## config.mk

```make
export PLATFORM = sky130hd
export DESIGN_NAME = spike_current_accumulator
export DESIGN_NICKNAME = d
export VERILOG_FILES = /design/src/rtl/spike_current_accumulator.sv
export SDC_FILE = /design/constraint.sdc
export NUM_CORES = 1
export LEC_CHECK = 0
export CORE_UTILIZATION = 45
export CTS_BUF_LIST = sky130_fd_sc_hd__clkbuf_2
export DETAILED_ROUTE_END_ITERATION = 10
export PLACE_DENSITY = 0.84
export SETUP_SLACK_MARGIN = 0.4
export SKIP_LAST_GASP = 1
export SLEW_MARGIN = 20
export SYNTH_ARGS = -nofsm -noshare
export SYNTH_HDL_FRONTEND = slang
export SYNTH_SLANG_ARGS = --single-unit
```

## constraint.sdc

```tcl
create_clock -name clk -period 6 [get_ports clk]
set_clock_uncertainty 0.1 [all_clocks]
set_input_delay 1.2 -clock clk [delete_from_list [all_inputs] [get_ports clk]]
set_output_delay 1.2 -clock clk [all_outputs]
set_load 0.1 [all_outputs]
```

## src/rtl/spike_current_accumulator.sv

```systemverilog
// spike_current_accumulator: multi-cycle weighted spike sum with saturation and start/busy/done handshake
module spike_current_accumulator #(
  parameter int M        = 24,
  parameter int W_BITS   = 8,
  parameter int OUT_BITS = 8,
  parameter int LANES    = 4,
  parameter int SIGNED_W = 1
) (
  input  logic                  clk,
  input  logic                  reset_n,
  input  logic                  start,
  input  logic [M-1:0]          input_spikes,
  input  logic [M*W_BITS-1:0]   weights,
  output logic                  busy,
  output logic                  done,
  output logic [OUT_BITS-1:0]   input_current,
  output logic                  saturated
);
  localparam int G        = M / LANES;
  localparam int ACC_BITS = W_BITS + $clog2(M) + 1;
  localparam int GW       = G > 1 ? $clog2(G) : 1;
  localparam longint HI   = SIGNED_W != 0 ? (64'sd1 <<< (OUT_BITS - 1)) - 64'sd1 : (64'sd1 <<< OUT_BITS) - 64'sd1;
  localparam longint LO   = SIGNED_W != 0 ? -(64'sd1 <<< (OUT_BITS - 1)) : 64'sd0;

  if (M % LANES != 0) begin : g_lanes_check
    $error("M must be an integer multiple of LANES");
  end

  typedef enum logic [1:0] {IDLE, ACCUM, FINISH} state_t;

  state_t                state_q, state_d;
  logic [M-1:0]          spk_q;
  logic [ACC_BITS-1:0]   acc_q, lane_sum;
  logic [GW-1:0]         g_q;
  logic                  g_last;
  logic [W_BITS-1:0]     w;
  logic signed [ACC_BITS:0] acc_x;
  logic                  busy_q, done_q, sat_q, busy_d, done_d, sat_d, over, under;
  logic [OUT_BITS-1:0]   cur_q, cur_d;

  assign g_last        = g_q == GW'(G - 1);
  assign busy          = busy_q;
  assign done          = done_q;
  assign input_current = cur_q;
  assign saturated     = sat_q;

  // state register
  always_ff @(posedge clk or negedge reset_n)
    if (!reset_n) state_q <= IDLE;
    else          state_q <= state_d;

  // next-state: one ACCUM cycle per lane group, then a single FINISH cycle
  always_comb
    state_d = state_q == IDLE  ? (start ? ACCUM : IDLE) :
              state_q == ACCUM ? (g_last ? FINISH : ACCUM) : IDLE;

  // sum of the current group's gated weights, extended to the accumulator width
  always_comb begin
    lane_sum = '0;
    w = '0;
    for (int k = 0; k < LANES; k++) begin
      w = weights[(int'(g_q) * LANES + k) * W_BITS +: W_BITS];
      lane_sum = lane_sum + (spk_q[int'(g_q) * LANES + k] ?
                 {{(ACC_BITS - W_BITS){SIGNED_W != 0 && w[W_BITS-1]}}, w} : '0);
    end
  end

  // outputs: busy spans through the done cycle; clamp the sum to the output range
  always_comb begin
    done_d = state_q == FINISH;
    busy_d = state_d != IDLE || done_d;
    acc_x  = {SIGNED_W != 0 && acc_q[ACC_BITS-1], acc_q};
    over   = longint'(acc_x) > HI;
    under  = longint'(acc_x) < LO;
    cur_d  = over ? OUT_BITS'(HI) : under ? OUT_BITS'(LO) : OUT_BITS'(acc_x);
    sat_d  = over || under;
  end

  // datapath: latch spikes on accept, accumulate per group, publish result in FINISH
  always_ff @(posedge clk or negedge reset_n)
    if (!reset_n) begin
      spk_q  <= '0;
      acc_q  <= '0;
      g_q    <= '0;
      busy_q <= 1'b0;
      done_q <= 1'b0;
      cur_q  <= '0;
      sat_q  <= 1'b0;
    end else begin
      busy_q <= busy_d;
      done_q <= done_d;
      if (state_q == IDLE && start) begin
        spk_q <= input_spikes;
        acc_q <= '0;
        g_q   <= '0;
      end else if (state_q == ACCUM) begin
        acc_q <= acc_q + lane_sum;
        g_q   <= g_last ? '0 : g_q + 1'b1;
      end
      if (state_q == FINISH) begin
        cur_q <= cur_d;
        sat_q <= sat_d;
      end
    end
endmodule

```

=== Word level (Yosys, flattened, before mapping) ===
Cells that the tools add are included.
Widths: inputs -> output; s select.

* Flip-flop bits (word level): 54
* Bits in latches: 0
* RAM bits: 0
* ROM bits: 0
* Output and inout bits: 11
* Logic and storage cells: 61
* Memories kept: 0

* $add $sub $neg: 8
* Multiply operators: 0
* Div/mod/pow operators: 0
* Order comparisons: 6
* Equality and inequality tests: 3
* Shift operators: 4
* Muxes and demuxes: 26
* Bitwise gates (word level): 0
* Reduce and logical (&&, ||, !) cells: 6

{| class="wikitable"
|+ Operator list
! operator !! count
|-
| $shiftx 192x32->8 || 3
|-
| $shiftx 192x9->8 || 1
|-
| $mux 14 || 6
|-
| $add 14x14->14 || 4
|-
| $lt 6x6->1 const B || 3
|-
| $mux 8 || 2
|-
| $bmux 1 s5 || 3
|-
| $gt 14x8->1 const B || 1
|-
| $lt 14x8->1 const B || 1
|-
| $add 5x2->6 const B || 2
|-
| $mux 3 || 3
|-
| $mux 1 || 8
|-
| $add 5x1->6 const B || 1
|-
| $lt 5x6->1 const B || 1
|-
| $mux 2 || 3
|-
| $reduce_bool 2->1 || 2
|-
| $add 3x1->3 const B || 1
|-
| $bmux 1 s3 || 1
|-
| $eq 3x3->1 const B || 1
|-
| $eq 2x1->1 const B || 1
|-
| $eq 2x2->1 const B || 1
|-
| $logic_not 2->1 || 1
|-
| $logic_or 1x1->1 || 2
|-
| $logic_and 1x1->1 || 1
|}

=== Longest topological paths before layout ===
* Depth in word-level cells: 11
* Gate-level depth with buffers: 23
* Depth with buffers taken out: 19

=== Worst setup path before layout ===
Ideal clock, no wire load.

* Path type: input to register
* Start point: input port weights[97]
* End point: register acc_q[12]
* Setup time: 0.127 ns
* Arrival time: 4.991 ns
* Required time: 5.773 ns
* Slack: 0.782 ns
* Stages: 16
* Path through: mux4_2 nand2_1 o21ai_0 nand2_1 fa_1 fa_1 fa_1 inv_1 ha_1 a21o_1 a21oi_1 o21ai_0 a31o_2 a2111oi_2 mux2i_1 nand3_1

* Cells in the longest elaborated chain, start to end: 8
* Elaborated cells between the ends (all ways): 14
* Those cells by class: add/sub (4); shift (4); mux (6)

{| class="wikitable"
|+ RTL lines
! item !! RTL line !! RTL
|-
| start, declared || 13 || <nowiki>input logic [M*W_BITS-1:0] weights,</nowiki>
|-
| $shiftx 192x9->8 / $shiftx 192x32->8 (equally long branches) || 62 || <nowiki>w = weights[(int'(g_q) * LANES + k) * W_BITS +: W_BITS];</nowiki>
|-
| $mux 14 || 63 || <nowiki>lane_sum = lane_sum + (spk_q[int'(g_q) * LANES + k] ?</nowiki>
|-
| $add 14x14->14 (2 in series) || 63 ||
|-
| $add 14x14->14 (*) || 63 ||
|-
| $add 14x14->14 (*) || 97 || <nowiki>acc_q <= acc_q + lane_sum;</nowiki>
|-
| $mux 14 (*) || 96 || <nowiki>end else if (state_q == ACCUM) begin</nowiki>
|-
| $mux 14 (*) || 92 || <nowiki>if (state_q == IDLE && start) begin</nowiki>
|-
| end signal, assigned || 97 ||
|-
| end, declared || 33 || <nowiki>logic [ACC_BITS-1:0] acc_q, lane_sum;</nowiki>
|}

Every way passes the cells marked *; elsewhere a longest branch is shown, timed or not. The select of a mux whose other input is x is not followed.
A chain may end at the register's enable or synchronous reset.

=== Final worst setup path ===
* Start point: input port weights[33]
* End point: register acc_q[13]

Same word-level chain as after synthesis.

==> qor.txt <==
max_cap viols - 0
layout-stage area growth over the synthesis result - 45.66%
detailed-route via count - 5298
average wire length per cell after detail routing - 16.83 µm
total gr overflow - 0
initial standard-cell utilization of the core - 46.05%
placed instance count - 968
DRC Markers - 0
Relative slew margins - 31.32%
Required @ worst endpoint - 6.26 ns
unrepaired setup endpoints after global routing - false
Slew Limit Fails - 0
count of endpoints failing hold in the final timing report - 0
die height - 112.6 µm
clock insertion delay at the later pin of the skew report - 0.46 ns
TritonCTS Buffers - 5
class of the worst hold path - flop to flop
Synth Warn # - 0
detailed-route wire length on metal 1 - 6578 µm
DRT Wirelength - 16490 µm
number of detailed-routing iterations run before antenna repair - 5
GRT Total Usage - 25.88%
most frequent standard cell in the layout excluding fill and tap cells - sky130_fd_sc_hd__clkdlybuf4s50_1
number of antenna violations at the first check in global routing - 0
netlist area before placement - 5508 µm²
global-route wire length before repair - 25840 µm
clock-pin slew of the registers on the worst-case setup and hold paths - 0.30 ns
number of flops mapped to enable cells by yosys - 0
Mapped Nets - 889
die area - 12690 µm²
CTS Hold Bufs - 0
highest-count cells in the layout ignoring fill and taps - 228 x sky130_fd_sc_hd__clkdlybuf4s50_1, 129 x sky130_fd_sc_hd__nand2_1, 84 x sky130_fd_sc_hd__inv_1, 52 x sky130_fd_sc_hd__dfrtp_1, 50 x sky130_fd_sc_hd__o21ai_0
kind of start point of the critical path - input pin
Iteration-0 DRC Markers - 351
placement-stage worst setup slack - -0.01726 ns
met3 wirelength from detailed routing - 1062 µm
root buf cell - sky130_fd_sc_hd__clkbuf_2
vias per cell - 5.406
Final Non-Filler Cells - 980
number of cells produced by synthesis - 618
Slew @ Worst Pin - 1.030 ns
Layout Nets - 1103
reg-to-reg startpoint - g_q[0]
category of the critical setup timing path - input pin to flop
via count of the first global-routing pass - 5400
Yosys cell types - 47
largest net degree at the start of global routing - 55
final-report setup violation count - 0
Final period util - 91.31%
die width - 112.6 µm
Mapped Avg Cell Area - 8.912 µm²
placeable core region - 11960 µm²
PnR worst setup slack - 0.5214 ns
sequential fraction of the synthesis area - 24.53%
antenna diode count - 0
fraction of layout cells with a size suffix above 1 - 8.403%
fmax - 0.1825 GHz
Synth async-reset ratio - 100.0%
Met2 Routed Length - 8558 µm
clock tree from TritonCTS - built
routability-driven placement congestion ratio - 0.9181
maximum number of buffers from clock root to sink - 2
Finished Core Util - 67.07%
most frequently used flop master after synthesis - sky130_fd_sc_hd__dfrtp_1
Crit path arrival time - 5.74 ns
estimated wirelength of the detail-placed design - 13300 µm
site row count - 40
uppermost signal routing layer after detailed routing - met4
start point of the critical path - weights[33]
number of clock sinks - 54
category of the worst setup path capture point - flop
Worst Path Max Fanout - 3
count of pins on the block boundary - 230
result of the run - finished, final reports clean
worst hold slack - 0.4139 ns
# port buffers - 229
DRT antenna net count - 0
number of synthesized register bits - 54
Max H-tree Level - 2
hold wc startpoint - spk_q[12]
minimum period implied by the final worst setup slack - 5.479 ns
routing by layer:
layer	track usage, %	vias up
li1	-	2473
met4	6.578	0
met5	0	-
met1	32.71	2570
met3	3.024	29
met2	47.00	226
cells in the mapped netlist (5+ instances only):
cell / n / share of area, %
sky130_fd_sc_hd__nand2_1: 129 / 8.8
sky130_fd_sc_hd__inv_1: 84 / 5.7
sky130_fd_sc_hd__dfrtp_1: 54 / 25
sky130_fd_sc_hd__o21ai_0: 50 / 4.5
sky130_fd_sc_hd__mux2i_1: 47 / 8.5
sky130_fd_sc_hd__fa_1: 38 / 14
sky130_fd_sc_hd__nor2_1: 31 / 2.1
sky130_fd_sc_hd__mux4_2: 30 / 12
sky130_fd_sc_hd__clkbuf_1: 20 / 1.4
sky130_fd_sc_hd__a21oi_1: 18 / 1.6
sky130_fd_sc_hd__nand3_1: 15 / 1.4
sky130_fd_sc_hd__ha_1: 14 / 3.2
sky130_fd_sc_hd__xnor2_1: 9 / 1.4
sky130_fd_sc_hd__buf_2: 7 / 0.64
sky130_fd_sc_hd__nand2b_1: 7 / 0.80
sky130_fd_sc_hd__o22ai_1: 6 / 0.68
sky130_fd_sc_hd__o31ai_1: 5 / 0.68
flip-flops by register name (all words and copies together), names as in the netlist:
name           cells
g_q                3
input_current      8
spk_q             24
saturated          1
done               1
state_q            2
busy               1
acc_q             14
path summary, 6_finish.rpt:
path                       slack, ns  cells after the start        end
hold / removal                  0.41                      2  spk_q[12]
hold reg to reg                 0.41                      2  spk_q[12]
setup reg to reg                0.68                     18  acc_q[13]
setup / recovery                0.52                     19  acc_q[13]
max in group asynchronous       4.60                      2     g_q[1]
min in group asynchronous       0.70                      2  spk_q[10]
critical path, cell delays in order:
cell and delay [ns]:
sky130_fd_sc_hd__clkdlybuf4s50_1 0.45, sky130_fd_sc_hd__mux4_2 0.47, sky130_fd_sc_hd__nand2_1 0.07, sky130_fd_sc_hd__o21ai_0 0.09
sky130_fd_sc_hd__nand2_1 0.11, sky130_fd_sc_hd__fa_1 0.45, sky130_fd_sc_hd__fa_1 0.48, sky130_fd_sc_hd__fa_1 0.55
sky130_fd_sc_hd__inv_1 0.04, sky130_fd_sc_hd__ha_1 0.21, sky130_fd_sc_hd__inv_1 0.07, sky130_fd_sc_hd__fa_1 0.19
sky130_fd_sc_hd__nand2b_1 0.16, sky130_fd_sc_hd__a21oi_2 0.09, sky130_fd_sc_hd__o31ai_1 0.40, sky130_fd_sc_hd__o211ai_1 0.22
sky130_fd_sc_hd__a31oi_1 0.26, sky130_fd_sc_hd__xnor2_1 0.15, sky130_fd_sc_hd__o21ai_1 0.08
what timing repair did:
item                       in CTS  in global routing
gates resized for setup         0                  4
buffers inserted                0                  4
setup endpoints to repair       0                  3
through the flow:
step                area, µm²  setup TNS (ns)
floorplan                5508               0
global placement         7900               0
detailed placement       7900        -0.01726
CTS                      7973               0
global route             8023               0
finish                   8023               0
cell type report:
type | instances | area, µm²
Clock buffer | 5 | 25.02
Clock inverter | 3 | 47.55
Fill cell | 952 | 3939
Inverter | 84 | 315.3
Multi-Input combinational cell | 444 | 3684
Sequential cell | 54 | 1359
Tap cell | 147 | 183.9
Timing Repair Buffer | 243 | 2409
kinds of logic after synthesis:
group / count (synthesis) / synth area share (%)
compound gates: 97 / 10.56
xor+xnor: 14 / 2.476
fa+ha+maj: 52 / 16.99
buf+inv: 120 / 8.837
flops: 54 / 24.53
mux: 80 / 21.42
simple gates: 201 / 15.17
Power is not shown: default switching activity piles up to over one toggle a cycle in this logic, so the estimate is an artifact.
